--- config.mk ---
export PLATFORM = sky130hd
export DESIGN_NAME = multi_port_read_serializer
export DESIGN_NICKNAME = d
export VERILOG_FILES = /design/src/rtl/fifo_pkg.sv /design/src/rtl/serializer_buf.sv /design/src/rtl/multi_port_read_serializer.sv
export SDC_FILE = /design/constraint.sdc
export NUM_CORES = 1
export LEC_CHECK = 0
export ABC_AREA = 1
export CAP_MARGIN = 20
export CORE_UTILIZATION = 65
export DETAILED_ROUTE_END_ITERATION = 8
export HOLD_SLACK_MARGIN = 0.12
export PLACE_DENSITY = 0.87
export SYNTH_ARGS = -nofsm -noshare
export SYNTH_HDL_FRONTEND = slang
export SYNTH_HIERARCHICAL = 1
export SYNTH_SLANG_ARGS = --single-unit
export TNS_END_PERCENT = 50
--- constraint.sdc ---
create_clock -name clk -period 9 [get_ports clk]
set_input_delay 0.9 -clock clk [delete_from_list [all_inputs] [get_ports clk]]
set_output_delay 0.9 -clock clk [all_outputs]
set_load 0.01 [all_outputs]
--- src/rtl/fifo_pkg.sv ---
`default_nettype none
// ============================================================================
// Module   : fifo_pkg
// Purpose  : Shared helpers and constants for the multi-port FIFO and its
//            downstream read serializer.
// Contents : min3      - minimum of three integers
//            popcount  - number of set bits (also used by the FIFO's
//                        request counting)
//            buf_depth - 2**addr_width
//            BUF_DEPTH - default local buffer depth
// Revision : 1.0 - initial release
// ============================================================================
package fifo_pkg;

    localparam int BUF_ADDR_WIDTH_DFLT = 3;
    localparam int BUF_DEPTH           = 1 << BUF_ADDR_WIDTH_DFLT;

    function automatic int min3(input int a, input int b, input int c);
        int m;
        m = (a < b) ? a : b;
        return (m < c) ? m : c;
    endfunction

    // Callers zero-extend their vector to 64 bits, which keeps the helper
    // usable for any request width up to 64 ports.
    function automatic int popcount(input logic [63:0] v);
        int n;
        n = 0;
        for (int i = 0; i < 64; i++) begin
            n = n + int'(v[i]);
        end
        return n;
    endfunction

    function automatic int buf_depth(input int addr_width);
        return 1 << addr_width;
    endfunction

endpackage
`default_nettype wire

--- src/rtl/serializer_buf.sv ---
`default_nettype none
// ============================================================================
// Module   : serializer_buf
// Purpose  : Circular buffer with an N-wide ordered push and a single
//            first-word-fall-through pop.
// Ports    : clk, rst_n       - clock, asynchronous active-low reset
//            i_clear          - synchronous clear of pointers and count
//            i_push_mask      - per-lane push strobes (lane 0 = oldest)
//            i_push_data      - lane i at [i*DATA_WIDTH +: DATA_WIDTH]
//            i_pop            - consume the head word (ignored when empty)
//            o_valid/o_data   - head word; o_data is 0 while empty
//            o_count          - occupancy, ADDR_WIDTH+1 bits
// Revision : 1.0 - initial release
// ============================================================================
module serializer_buf
    import fifo_pkg::*;
#(
    parameter int DATA_WIDTH = 32,
    parameter int NUM_PUSH   = 2,
    parameter int ADDR_WIDTH = 3
) (
    input  logic                           clk,
    input  logic                           rst_n,
    input  logic                           i_clear,
    input  logic [NUM_PUSH-1:0]            i_push_mask,
    input  logic [NUM_PUSH*DATA_WIDTH-1:0] i_push_data,
    input  logic                           i_pop,
    output logic                           o_valid,
    output logic [DATA_WIDTH-1:0]          o_data,
    output logic [ADDR_WIDTH:0]            o_count
);

    localparam int               c_DEPTH = buf_depth(ADDR_WIDTH);
    localparam logic [ADDR_WIDTH:0] c_ONE = {{ADDR_WIDTH{1'b0}}, 1'b1};

    logic [DATA_WIDTH-1:0] r_mem [c_DEPTH];
    logic [ADDR_WIDTH:0]   r_wr_ptr;
    logic [ADDR_WIDTH:0]   r_rd_ptr;
    logic [ADDR_WIDTH:0]   r_count;
    logic [ADDR_WIDTH-1:0] w_slot_addr [NUM_PUSH];
    logic [ADDR_WIDTH:0]   w_push_cnt;
    logic                  w_pop;

    // Active lanes are packed densely from wr_ptr upward in lane order, so a
    // missing lane in the middle leaves no hole in the buffer.
    always_comb begin
        w_push_cnt = '0;
        for (int i = 0; i < NUM_PUSH; i++) begin
            w_slot_addr[i] = r_wr_ptr[ADDR_WIDTH-1:0] + w_push_cnt[ADDR_WIDTH-1:0];
            if (i_push_mask[i]) begin
                w_push_cnt = w_push_cnt + c_ONE;
            end
        end
    end

    assign o_valid = (r_count != '0);
    assign w_pop   = i_pop && o_valid;
    assign o_data  = o_valid ? r_mem[r_rd_ptr[ADDR_WIDTH-1:0]] : '0;
    assign o_count = r_count;

    always_ff @(posedge clk) begin
        if (!i_clear) begin
            for (int i = 0; i < NUM_PUSH; i++) begin
                if (i_push_mask[i]) begin
                    r_mem[w_slot_addr[i]] <= i_push_data[i*DATA_WIDTH +: DATA_WIDTH];
                end
            end
        end
    end

    always_ff @(posedge clk or negedge rst_n) begin
        if (!rst_n) begin
            r_wr_ptr <= '0;
            r_rd_ptr <= '0;
            r_count  <= '0;
        end else if (i_clear) begin
            r_wr_ptr <= '0;
            r_rd_ptr <= '0;
            r_count  <= '0;
        end else begin
            r_wr_ptr <= r_wr_ptr + w_push_cnt;
            if (w_pop) begin
                r_rd_ptr <= r_rd_ptr + c_ONE;
            end
            r_count <= r_count + w_push_cnt - {{ADDR_WIDTH{1'b0}}, w_pop};
        end
    end

endmodule
`default_nettype wire

--- src/rtl/multi_port_read_serializer.sv ---
`default_nettype none
// ============================================================================
// Module   : multi_port_read_serializer
// Purpose  : Drains a multi-ported FIFO with up to N reads per cycle and
//            re-emits the words as one in-order valid/ready stream.
// Ports    : clk, rst_n                  - clock, async active-low reset
//            fifo_rd_en[N]               - contiguous read requests, bit 0 oldest
//            fifo_rd_data/fifo_rd_valid  - FIFO returns, one cycle after request
//            fifo_data_count             - FIFO occupancy
//            flush                       - drop buffer and in-flight returns
//            m_valid/m_data/m_ready      - FWFT output stream
//            buf_count                   - local buffer occupancy
//            protocol_err                - sticky, unexpected/missing return
// Revision : 1.0 - initial release
// ============================================================================
module multi_port_read_serializer
    import fifo_pkg::*;
#(
    parameter int DATA_WIDTH      = 32,
    parameter int FIFO_ADDR_WIDTH = 4,
    parameter int NUM_READ_PORTS  = 2,
    parameter int BUF_ADDR_WIDTH  = 3
) (
    input  logic                                 clk,
    input  logic                                 rst_n,
    output logic [NUM_READ_PORTS-1:0]            fifo_rd_en,
    input  logic [NUM_READ_PORTS*DATA_WIDTH-1:0] fifo_rd_data,
    input  logic [NUM_READ_PORTS-1:0]            fifo_rd_valid,
    input  logic [FIFO_ADDR_WIDTH:0]             fifo_data_count,
    input  logic                                 flush,
    output logic                                 m_valid,
    output logic [DATA_WIDTH-1:0]                m_data,
    input  logic                                 m_ready,
    output logic [BUF_ADDR_WIDTH:0]              buf_count,
    output logic                                 protocol_err
);

    localparam int c_DEPTH = buf_depth(BUF_ADDR_WIDTH);

    logic [NUM_READ_PORTS-1:0] r_expect_mask;
    logic                      r_flush_q;
    logic                      r_protocol_err;
    logic [NUM_READ_PORTS-1:0] w_rd_en;
    logic [NUM_READ_PORTS-1:0] w_push_mask;
    logic                      w_err;
    int                        w_inflight;
    int                        w_free;
    int                        w_issue;

    // Credit: space not yet claimed by stored words or by requests whose
    // data is still on its way back. Only registered state feeds this, so
    // m_ready never reaches fifo_rd_en combinationally.
    always_comb begin
        w_inflight = popcount(64'(r_expect_mask));
        w_free     = c_DEPTH - int'(buf_count) - w_inflight;
        w_issue    = min3(NUM_READ_PORTS, int'(fifo_data_count), w_free);
        if (flush || !rst_n) begin
            w_issue = 0;
        end
        for (int i = 0; i < NUM_READ_PORTS; i++) begin
            w_rd_en[i] = (i < w_issue);
        end
    end

    assign fifo_rd_en = w_rd_en;

    // Unrequested lanes are dropped; a missing expected lane simply never
    // pushes, which releases its credit. The cycle right after a flush
    // carries returns of cancelled requests and is not checked.
    assign w_push_mask = fifo_rd_valid & r_expect_mask;
    assign w_err       = !r_flush_q && (fifo_rd_valid != r_expect_mask);

    always_ff @(posedge clk or negedge rst_n) begin
        if (!rst_n) begin
            r_expect_mask  <= '0;
            r_flush_q      <= 1'b0;
            r_protocol_err <= 1'b0;
        end else begin
            r_expect_mask <= flush ? '0 : w_rd_en;
            r_flush_q     <= flush;
            if (w_err) begin
                r_protocol_err <= 1'b1;
            end
        end
    end

    assign protocol_err = r_protocol_err;

    serializer_buf #(
        .DATA_WIDTH (DATA_WIDTH),
        .NUM_PUSH   (NUM_READ_PORTS),
        .ADDR_WIDTH (BUF_ADDR_WIDTH)
    ) u_buf (
        .clk         (clk),
        .rst_n       (rst_n),
        .i_clear     (flush),
        .i_push_mask (w_push_mask),
        .i_push_data (fifo_rd_data),
        .i_pop       (m_ready),
        .o_valid     (m_valid),
        .o_data      (m_data),
        .o_count     (buf_count)
    );

endmodule
`default_nettype wire

==> results of run 1 <==
[kinds of logic after synthesis]
logic type | count (synthesis)
other cells | 1
xor+xnor | 3
flops | 270
fa+ha+maj | 25
compound gates | 22
buf+inv | 481
simple gates | 1406
[layout make-up]
| type | instances | area [sq um] |
|---|---|---|
| fillers | 1738 | 6340 |
| well taps | 324 | 405 |
| repair buffers | 144 | 1370 |
| flip-flops and latches | 270 | 8040 |
| inverters | 301 | 1130 |
| clock inverters | 11 | 50.0 |
| multi-input cells | 1459 | 6310 |
| clock buffers | 41 | 812 |
[metrics by stage]
step / hold WS [ps] / worst slack [ps] / cell area (sq um) / total power (W)
global placement: 424 / 4750 / 17300 / 0.00287
finish: 451 / 4110 / 18100 / 0.00402
global route: 472 / 3850 / 18100 / 0.00423
detailed placement: 432 / 4700 / 17300 / 0.00293
CTS: 445 / 4110 / 18100 / 0.00401
floorplan: 406 / 4920 / 16300 / 0.00241
[final timing paths]
check	start	endpoint	slack, ps
setup / recovery	u_buf/o_count[0]	fifo_rd_en[0]	4110
hold / removal	r_flush_q	protocol_err	450
setup reg to reg	r_expect_mask[0]	u_buf/r_mem[2][5]	5570
hold reg to reg	r_flush_q	protocol_err	450
max in group asynchronous	rst_n	u_buf/r_rd_ptr[0]	7770
min in group asynchronous	rst_n	u_buf/r_rd_ptr[0]	760
[registers in the layout, indices dropped and copies added, names as in the netlist]
name,cells
u_buf/r_mem,256
u_buf/o_count,4
u_buf/r_rd_ptr,3
u_buf/r_wr_ptr,3
r_expect_mask,2
protocol_err,1
r_flush_q,1
[report_power, final]
part / switching [W] / internal (W) / total [W]
sequential: 0.0000497 / 0.00144 / 0.00149
clock: 0.000469 / 0.000622 / 0.00109
combinational: 0.000890 / 0.000549 / 0.00144
[placed cells by master (no fill, tap or decap), types with 8 or more instances in the layout]
cell,instances
sky130_fd_sc_hd__dfrtp_1,11
sky130_fd_sc_hd__inv_1,296
sky130_fd_sc_hd__nand2_1,1007
sky130_fd_sc_hd__buf_4,30
sky130_fd_sc_hd__clkinv_2,8
sky130_fd_sc_hd__edfxtp_1,256
sky130_fd_sc_hd__clkdlybuf4s50_1,114
sky130_fd_sc_hd__o21ai_4,8
sky130_fd_sc_hd__ha_1,22
sky130_fd_sc_hd__nor2_1,80
sky130_fd_sc_hd__clkbuf_16,30
sky130_fd_sc_hd__nand3_1,300
sky130_fd_sc_hd__clkbuf_1,9
[layer usage]
metal | part of all wire (%) | vias to the layer above | global-route usage [%]
met3 | 11 | 143 | 5.19
met1 | 36 | 6674 | 41.1
met2 | 50 | 983 | 61.2
met4 | 3.2 | 0 | 14.2
li1 | - | 6793 | -
met5 | 0 | - | 0
==> impl_summary.txt, run 1 <==
----------------------------------------------------
[Yosys]
  Area fraction of the dominant cell type after synthesis ... 47.3%
  Synthesized-area fraction occupied by adder cells ... 2.06%
  Post-synthesis async set-or-reset flop share ... 5.19%
  Largest family of logic cells by synthesized area ... simple AND/OR/NAND/NOR gates
  Count of flip-flops with a built-in enable after synthesis ... 256
  Share of synthesized cell area in and, or, nand and nor gates ... 35.1%
  Number of unique standard cell types used by synthesis ... 27
  Synthesized cell area ... 0.0163 sq mm
  Synthesized-area fraction occupied by ao, oa, aoi and oai cells ... 0.769%
  Proportion of synthesized chip area in sequential cells ... 49.4%
  Synthesized area divided by synthesized cell count ... 7.37 sq um
  Leading area contributor after synthesis ... sky130_fd_sc_hd__edfxtp_1
  Warnings, synthesis ... 6
  Cell types with the highest counts after synthesis ... sky130_fd_sc_hd__nand2_1 (1007), sky130_fd_sc_hd__nand3_1 (300), sky130_fd_sc_hd__inv_1 (298)
  Most common flop cell mapped by yosys ... sky130_fd_sc_hd__edfxtp_1
  Total of flip-flops plus latches after synthesis ... 270
  Cell count after synthesis ... 2208
  Post-synthesis share of cell area spent on xor and xnor gates ... 0.208%
  Most instantiated library cell after synthesis ... sky130_fd_sc_hd__nand2_1
  Ranking of synthesized cells by area ... sky130_fd_sc_hd__edfxtp_1 (47%), sky130_fd_sc_hd__nand2_1 (23%), sky130_fd_sc_hd__nand3_1 (9.2%), sky130_fd_sc_hd__inv_1 (6.9%), sky130_fd_sc_hd__buf_2 (3.2%)
  Portion of netlist area occupied by mux cells ... 0%

[Die]
  Floorplan die width ... 160 microns
  CORE AREA ... 0.0245 sq mm
  Number of standard-cell rows in the floorplan ... 57
  Initial core utilization ... 66.5%
  Die height ... 160 microns
  Number of top-level design ports ... 115
  Area of the die ... 0.0257 sq mm

[STA]
  Final worst path period need ... 4890 ps
  Final worst clock skew ... 6.63 ps
  Peak Freq ... 204 MHz
  Hold Fails Final Rpt ... 0
  Endpoints failing setup ... 0
  Slew at the pin with the worst max-slew slack ... 1090 ps
  RSZ-0062 raised after global routing ... no
  Max transition margin ... 27.6%
  Final slew viol count ... 0
  Fraction of the cycle the final worst path needs ... 54.3%
  Aggregate negative setup slack ... 0 ps

[Worst setup path]
  Critical path required time ... 8100 ps
  Kind of end point of the critical path ... output pin
  Depth of the worst register-to-register path ... 9
  Top cell family by delay on the critical path ... adder cells
  Worst path bufs/invs ... 7
  Worst path max stage delay ... 480 ps
  Cell with the biggest individual delay on the critical path ... sky130_fd_sc_hd__clkdlybuf4s50_1
  Data arrival at the endpoint of the critical path ... 3990 ps
  CP most frequent cell ... sky130_fd_sc_hd__inv_1
  Critical path launch point type ... flop
  Classification of the worst setup path ... reg -> out
  Logic depth of the worst setup path including buffers ... 22
  Worst-path maximum fanout ... 5
  Cells along the critical path ... inv_1, ha_1, inv_1, fa_1, inv_1, nand2_1, nand2_1, inv_1, ha_1, nand2_1, inv_1, nand4_1, nor2_1, nor2_1, ha_1, inv_1, nand2_1, nor2_1, nand3_2, nand2_2, nand2_1, clkdlybuf4s50_1

[Routing]
  Vias post-DR ... 14.6k
  Total detailed-routing wirelength ... 44200 microns
  Iter 0 DRT Violations ... 1674
  Avg WL per Cell ... 17.3 microns
  Routed via count divided by cell count ... 5.72
  Antenna-violating nets left ... 0
  Remaining DRCs ... 0
  DRT Pass-1 Iters ... 9

[Global routing]
  Wire length of the first global-routing pass ... 69600 microns
  Initial antenna violation count ... 0
  Number of global-route vias before repair ... 14.1k
  Total gr overflow ... 0
  Overall Global Routing Usage ... 34.2%
  Largest net degree at the start of global routing ... 94

[Cells and area]
  Share of post-route cells with drive strength above 1 ... 4.63%
  Synth-to-Final Area Change ... 11.4%
  Total inserted antenna cells ... 0
  Final layout net count ... 2304
  Final design utilization ... 74.1%
  Final instance count without filler cells ... 2550

[CTS]
  Number of clock sinks seen by CTS ... 270
  Clock tree from TritonCTS ... yes
  Clk slew on worst S/H paths ... 60 ps
  Worst-case clock buffer depth ... 3
  Inserted Clock Buffers ... 28
  Hold buffers post-CTS ... 0
  H-tree Lvls ... 1
  Clock latency at the later pin of the worst-skew pair ... 540 ps
  CTS Root Cell ... sky130_fd_sc_hd__clkbuf_16
  Post-CTS repair timing setup buffer count ... 0
  Number of resized instances in the post-cts repair step ... 0

[Power]
  Highest ir drop seen on vdd ... 0.208 mV
  Static Leak ... 8.91 nW
  Power Dens Cells ... 222 mW/mm^2

[Placement]
  Post-DP HPWL ... 25500 microns
  Number of placed instances, taps included ... 2498
  Number of buffers added on ports ... 114
  RePlAce Congestion ... 0.802

[Hold path]
  Worst Hold Path Cells ... 1
  Type of the most critical hold path ... reg -> reg

[Outcome]
  Result of the run ... finished clean

[Job]
  # Max-Cap Violations ... 0

----------------------------------------------------
Power figures use the tool's default switching activity.
==> run 2: changes to the inputs <==
Settings changed: CORE_UTILIZATION 65 to 60, PLACE_DENSITY 0.87 to 0.81.
Clock period 9 ns to 4.6 ns, I/O delays scaled along.
==> run 2 against run 1 <==
Power rose by 100%; clock skew rose by 3.9 ps; worst hold slack got worse by 120 ps; critical endpoint is now fifo_rd_en[1]; largest power group unchanged; highest routed layer unchanged.
==> impl_summary.txt, run 2 (synthesis results as in run 1) <==
----------------------------------------------------
[CTS]
  Hold buffers post-CTS ... 0 (unchanged)
  Clock latency at the later pin of the worst-skew pair ... 550 ps (about the same)
  Inserted Clock Buffers ... 29 (+3.6%)
  H-tree Lvls ... 1 (unchanged)
  Clock tree from TritonCTS ... yes
  CTS Root Cell ... sky130_fd_sc_hd__clkbuf_16
  Worst-case clock buffer depth ... 3 (unchanged)
  Clk slew on worst S/H paths ... 60 ps (about the same)
  Number of clock sinks seen by CTS ... 270 (unchanged)

[Cells and area]
  Max FFs per register ... 256 (unchanged)
  Synth-to-Final Area Change ... 13.0%
  Most common cell after layout, fill and taps aside ... sky130_fd_sc_hd__nand2_1
  Area occupied by multi-input gates ... 0.00633 sq mm (+0.20%)
  Reg area ... 0.00805 sq mm (about the same)
  Share of post-route cells with drive strength above 1 ... 5.19% (+0.56 points)
  Final layout net count ... 2315 (+0.48%)
  Final non-filler cell area ... 0.0184 sq mm (+1.5%)
  Fillers ... 2021 (+16%)
  Commonest cells after routing, fill and taps aside ... sky130_fd_sc_hd__nand2_1 (1007), sky130_fd_sc_hd__nand3_1 (300), sky130_fd_sc_hd__inv_1 (296), sky130_fd_sc_hd__edfxtp_1 (256), sky130_fd_sc_hd__clkdlybuf4s50_1 (113)

[STA]
  Endpoints failing setup ... 0 (unchanged)
  Final Worst Setup Slack ... 192 ps (-3920 ps)
  Hold Fails Final Rpt ... 0 (unchanged)
  Final worst clock skew ... 10.5 ps (+3.92 ps)
  Fraction of the cycle the final worst path needs ... 95.8%
  Max transition margin ... 23.9% (-3.7 points)
  Slew at the pin with the worst max-slew slack ... 1140 ps (+55.2 ps)
  Final worst path period need ... 4410 ps
  Final slew viol count ... 0 (unchanged)
  Peak Freq ... 227 MHz

[Power]
  Logic pwr share ... 35.2% (-0.6 points)
  Total power of the final layout ... 0.00825 W (+100%)
  Clock network power share ... 29.5% (+2.4 points)
  Sw Share ... 34.3% (-0.75 points)
  Net switching component of the power ... 0.00282 W (+100%)
  Int Power ... 0.00542 W (+110%)
  Static Leak ... 9.04 nW (+1.5%)
  Highest ir drop seen on vdd ... 0.351 mV (+69%)
  Reg power frac ... 35.2% (-1.9 points)
  Power Dens Cells ... 448 mW/mm^2 (+100%)

[Worst setup path]
  Worst-path maximum fanout ... 5 (unchanged)
  Kind of end point of the critical path ... output pin
  Critical path launch point type ... flop
  Critical path required time ... 4140 ps (-3960 ps)
  Data arrival at the endpoint of the critical path ... 3950 ps (-40 ps)
  Classification of the worst setup path ... reg -> out

[Placement]
  RePlAce Congestion ... 0.819 (+2.1%)
  Post-Place Worst Slack ... 733 ps (-3970 ps)
  Post-DP HPWL ... 26300 microns (+3.3%)
  Placed cell areas ... 0.0173 sq mm (+0.46%)
  Number of buffers added on ports ... 114 (unchanged)

[Routing]
  Vias post-DR ... 14.5k (-0.40%)
  Routed via count divided by cell count ... 5.65 (-1.3%)
  Antenna-violating nets left ... 0 (unchanged)
  DRT Pass-1 Iters ... 6 (-3)
  Remaining DRCs ... 0 (unchanged)
  Iter 0 DRT Violations ... 1808 (+8.0%)
  Total detailed-routing wirelength ... 46000 microns (+4.1%)
  Avg WL per Cell ... 17.9 microns (+3.2%)

[Global routing]
  Initial antenna violation count ... 1 (+1)
  Total gr overflow ... 0 (unchanged)
  Wire length of the first global-routing pass ... 71400 microns (+2.5%)
  Largest net degree at the start of global routing ... 105 (+12%)
  Number of global-route vias before repair ... 14.2k (+0.59%)
  Overall Global Routing Usage ... 32.7% (-1.5 points)

[Job]
  # Max-Cap Violations ... 0 (unchanged)

[Die]
  Initial core utilization ... 61.7% (-4.8 points)
  Floorplan die width ... 167 microns (+4.0%)
  CORE AREA ... 0.0264 sq mm (+7.7%)
  Die height ... 167 microns (+4.0%)
  Number of top-level design ports ... 115 (unchanged)
  Area of the die ... 0.0278 sq mm (+8.2%)
  Number of standard-cell rows in the floorplan ... 59 (+3.5%)

[Outcome]
  Result of the run ... finished clean

[Hold path]
  Type of the most critical hold path ... in -> async

----------------------------------------------------
-- run 2: cell count changes in the layout (fill, tap and decap cells not counted), sizes merged --
cell,previous run,this run
bufinv,0,6
clkdlybuf4s50,114,113
inv,300,302
clkbuf,41,35
diode,0,1
buf,30,40
dlymetal6s2s,0,1
clkinv,12,11
-- run 2: layout make-up --
type	count	share of cell area (%)
multi-input combinational	1459	34.4
inverter	301	6.16
timing repair buffer	154	8.03
sequential	270	43.8
clock inverter	18	1.28
tap	335	2.28
antenna	1	0.0136
clock buffer	35	4.07
-- run 2: final timing paths --
path                                  start            endpoint  depth (start not counted)  slack [ps]
max in group asynchronous             rst_n   u_buf/r_rd_ptr[0]                          1        3760
min in group clk                  r_flush_q        protocol_err                          1         450
hold reg to reg                   r_flush_q        protocol_err                          1         450
hold / removal                        rst_n        protocol_err                          1         330
setup / recovery           u_buf/o_count[0]       fifo_rd_en[1]                         22         190
setup reg to reg           r_expect_mask[0]  u_buf/r_mem[4][20]                          8        1380
-- run 2: power groups by stage --
stage                     sequential [W]  clock, W  combinational, W
after floorplan                  0.00293         0           0.00179
after global placement           0.00295         0           0.00272
after detailed placement         0.00296         0           0.00280
after CTS                        0.00291   0.00244           0.00284
after global routing             0.00292   0.00253           0.00319
final                            0.00291   0.00243           0.00291
-- run 2: critical path, stage by stage, from the launching register on --
cell and delay (ps):
sky130_fd_sc_hd__dfrtp_1 380, sky130_fd_sc_hd__inv_1 150, sky130_fd_sc_hd__ha_4 300, sky130_fd_sc_hd__inv_1 50, sky130_fd_sc_hd__fa_1 430, sky130_fd_sc_hd__inv_1 80
sky130_fd_sc_hd__nand2_1 60, sky130_fd_sc_hd__nand2_1 80, sky130_fd_sc_hd__inv_1 50, sky130_fd_sc_hd__ha_1 270, sky130_fd_sc_hd__nand2_1 80, sky130_fd_sc_hd__inv_1 40
sky130_fd_sc_hd__nand4_1 80, sky130_fd_sc_hd__nor2_1 40, sky130_fd_sc_hd__nor2_1 80, sky130_fd_sc_hd__ha_1 250, sky130_fd_sc_hd__inv_1 100, sky130_fd_sc_hd__nand2_1 60
sky130_fd_sc_hd__nor2_1 120, sky130_fd_sc_hd__nand3_2 90, sky130_fd_sc_hd__nand2_2 90, sky130_fd_sc_hd__inv_1 40, sky130_fd_sc_hd__clkdlybuf4s50_1 470
-- run 2: repair_timing --
item / CTS / global route
setup endpoints to repair: 0 / 2
buffers inserted: 0 / 2
gates resized for setup: 0 / 3
hold endpoints to repair: 0 / 0
-- run 2: metrics by stage --
| stage | hold slack (ps) | util, % | cells | setup TNS, ps |
|---|---|---|---|---|
| final | 326 | 69.8 | 2573 | 0 |
| after floorplan | 164 | - | 2210 | 0 |
| after global placement | 420 | 65.8 | 2516 | 0 |
| after CTS | 348 | 69.5 | 2569 | 0 |
| after detailed placement | 449 | 65.8 | 2516 | 0 |
| after global routing | 379 | 69.8 | 2573 | -32.8 |
-- run 2: metal layers --
metal	up-vias	wire [microns]	GRT usage (%)	share of wire (%)
li1	6820	-	-	-
met1	6551	16400	40.1	36
met2	959	22200	56.5	48
met3	204	5120	3.94	11
met4	0	2330	18.3	5.1
met5	-	0	0	0
==> run 3: changes to the inputs <==
Settings changed: SETUP_SLACK_MARGIN from default to 0.4.
==> run 3 against run 2 <==
Critical endpoint unchanged; largest cell class unchanged; die area unchanged; cell area up 0.14%; fmax up 7.4%; clock skew down 4.1 ps; cell count about the same; clock power about the same.
==> impl_summary.txt, run 3 (synthesis results as in run 1) <==
----------------------------------------------------
[Hold path]
  Type of the most critical hold path ... in -> async

[CTS]
  Number of clock sinks seen by CTS ... 270 (unchanged)
  H-tree Lvls ... 1 (unchanged)
  Inserted Clock Buffers ... 29 (unchanged)
  Clk slew on worst S/H paths ... 60 ps (about the same)
  CTS Root Cell ... sky130_fd_sc_hd__clkbuf_16
  Clock latency at the later pin of the worst-skew pair ... 560 ps (about the same)
  Clock tree from TritonCTS ... yes
  Worst-case clock buffer depth ... 3 (unchanged)

[Placement]
  Post-Place Worst Slack ... 733 ps (unchanged)
  Placed cell areas ... 0.0173 sq mm (unchanged)
  Post-DP HPWL ... 26300 microns (unchanged)
  RePlAce Congestion ... 0.819 (unchanged)
  Number of buffers added on ports ... 114 (unchanged)
  Number of placed instances, taps included ... 2516 (unchanged)

[Routing]
  Total detailed-routing wirelength ... 46000 microns (about the same)
  Remaining DRCs ... 0 (unchanged)
  Avg WL per Cell ... 17.9 microns (about the same)
  Antenna-violating nets left ... 0 (unchanged)
  Routed via count divided by cell count ... 5.70 (+0.89%)
  Iter 0 DRT Violations ... 1824 (+0.88%)
  DRT Pass-1 Iters ... 6 (unchanged)
  Vias post-DR ... 14.7k (+0.97%)

[Cells and area]
  Synth-to-Final Area Change ... 13.2%
  Final instance count without filler cells ... 2575 (+0.078%)
  Final design utilization ... 69.9% (+0.10 points)
  Most common cell after layout, fill and taps aside ... sky130_fd_sc_hd__nand2_1
  Max FFs per register ... 256 (unchanged)
  Fillers ... 2024 (+0.15%)
  Final layout net count ... 2317 (+0.086%)
  Commonest cells after routing, fill and taps aside ... sky130_fd_sc_hd__nand2_1 (1006), sky130_fd_sc_hd__nand3_1 (300), sky130_fd_sc_hd__inv_1 (293), sky130_fd_sc_hd__edfxtp_1 (256), sky130_fd_sc_hd__clkdlybuf4s50_1 (112)
  Final non-filler cell area ... 0.0184 sq mm (+0.14%)
  Share of post-route cells with drive strength above 1 ... 5.58% (+0.40 points)

[STA]
  Peak Freq ... 244 MHz (+7.4%)
  Aggregate negative setup slack ... 0 ps (unchanged)
  Hold Fails Final Rpt ... 0 (unchanged)
  Final worst path period need ... 4110 ps (-303 ps)
  Fraction of the cycle the final worst path needs ... 89.2% (-6.6 points)
  Final slew viol count ... 0 (unchanged)
  Final Worst Setup Slack ... 495 ps (+303 ps)
  Final worst clock skew ... 6.48 ps (-4.07 ps)
  RSZ-0062 raised after global routing ... yes
  Max transition margin ... 24.4% (+0.50 points)
  Slew at the pin with the worst max-slew slack ... 1130 ps (-7.52 ps)
  Endpoints failing setup ... 0 (unchanged)

[Global routing]
  Wire length of the first global-routing pass ... 71500 microns (+0.12%)
  Number of global-route vias before repair ... 14.2k (+0.17%)
  Total gr overflow ... 0 (unchanged)
  Overall Global Routing Usage ... 32.8% (+0.042 points)
  Largest net degree at the start of global routing ... 105 (unchanged)
  Initial antenna violation count ... 1 (unchanged)

[Worst setup path]
  Critical path required time ... 4140 ps (about the same)
  Kind of end point of the critical path ... output pin
  Worst reg-to-reg setup slack ... 1300 ps (-80 ps)
  Worst-path maximum fanout ... 4 (-1)
  Critical path launch point type ... flop
  Classification of the worst setup path ... reg -> out
  Startpoint of the most critical register-to-register path ... r_expect_mask[0]
  Critical R2R Capture ... u_buf/r_mem[4][20]
  Data arrival at the endpoint of the critical path ... 3650 ps (-300 ps)
  Source of the critical timing path ... r_expect_mask[1]
  Depth of the worst register-to-register path ... 9 (+1)

[Power]
  Power Dens Cells ... 450 mW/mm^2 (+0.37%)
  Highest ir drop seen on vdd ... 0.355 mV (+1.1%)
  Static Leak ... 9.04 nW (about the same)

[Die]
  Number of top-level design ports ... 115 (unchanged)
  Initial core utilization ... 61.7% (unchanged)
  Floorplan die width ... 167 microns (unchanged)
  CORE AREA ... 0.0264 sq mm (unchanged)
  Area of the die ... 0.0278 sq mm (unchanged)
  Number of standard-cell rows in the floorplan ... 59 (unchanged)
  Die height ... 167 microns (unchanged)

[Job]
  # Max-Cap Violations ... 0 (unchanged)

[Outcome]
  Result of the run ... finished clean

----------------------------------------------------
run 3: cell types whose count changed in the layout (fill, tap and decap cells not counted), sizes merged:
| cell | delta |
|---|---|
| clkdlybuf4s15 | +1 |
| clkbuf | +1 |
| buf | +2 |
| dlymetal6s2s | -1 |
| clkdlybuf4s50 | -1 |
run 3: metal layers:
layer / vias to the layer above / GRT usage, % / routed length [microns]
met5: - / 0 / 0
met4: 0 / 18.4 / 2500
met3: 216 / 3.94 / 5280
met2: 1000 / 56.6 / 22000
met1: 6627 / 40.1 / 16300
li1: 6832 / - / -
run 3: what timing repair did:
action	4_1_cts	5_1_grt
setup buffers	2	2
pin swaps	0	6
hold buffers	0	0
endpoints found under the setup margin	2	2
gates resized for setup	3	11
run 3: how the worst max path moves through the flow:
stage / endpoint / cells past startpoint
floorplan: u_buf/r_mem[2][0] / 5
global placement: fifo_rd_en[0] / 22
detailed placement: fifo_rd_en[0] / 22
CTS: fifo_rd_en[0] / 21
global route: fifo_rd_en[1] / 21
finish: fifo_rd_en[1] / 21
run 3: worst max-delay path: stages (launching register included):
cell and delay [ps]:
sky130_fd_sc_hd__dfrtp_1 380, sky130_fd_sc_hd__ha_1 330, sky130_fd_sc_hd__ha_4 180, sky130_fd_sc_hd__fa_2 390
sky130_fd_sc_hd__inv_2 60, sky130_fd_sc_hd__nand2_1 60, sky130_fd_sc_hd__nand2_2 80, sky130_fd_sc_hd__inv_1 50
sky130_fd_sc_hd__ha_1 270, sky130_fd_sc_hd__nand2_1 80, sky130_fd_sc_hd__inv_1 40, sky130_fd_sc_hd__nand4_1 80
sky130_fd_sc_hd__nor2_1 40, sky130_fd_sc_hd__nor2_1 100, sky130_fd_sc_hd__ha_1 270, sky130_fd_sc_hd__inv_2 80
sky130_fd_sc_hd__nand2_1 60, sky130_fd_sc_hd__nor2_2 90, sky130_fd_sc_hd__nand3_2 90, sky130_fd_sc_hd__nand2_2 100
sky130_fd_sc_hd__inv_1 50, sky130_fd_sc_hd__clkdlybuf4s15_1 220
run 3: through the flow:
step	hold slack [ps]	total power [W]
final	332	0.00829
after global routing	379	0.00868
after CTS	348	0.00819
after detailed placement	449	0.00575
after global placement	420	0.00567
after floorplan	164	0.00471
run 3: cell type report:
class | count | area [sq um] | share of cell area [%]
clock buffers | 35 | 748 | 4.06
inverters | 301 | 1130 | 6.15
clock inverters | 18 | 235 | 1.28
flip-flops and latches | 270 | 8040 | 43.7
well taps | 335 | 419 | 2.28
diodes | 1 | 2.50 | 0.0136
multi-input cells | 1459 | 6350 | 34.5
repair buffers | 156 | 1480 | 8.06
run 3: power by group:
part           switching (W)  internal (W)  total, W
registers          0.0000774       0.00282   0.00290
logic                0.00182       0.00113   0.00295
clock network       0.000954       0.00148   0.00244
total                0.00285       0.00544   0.00829
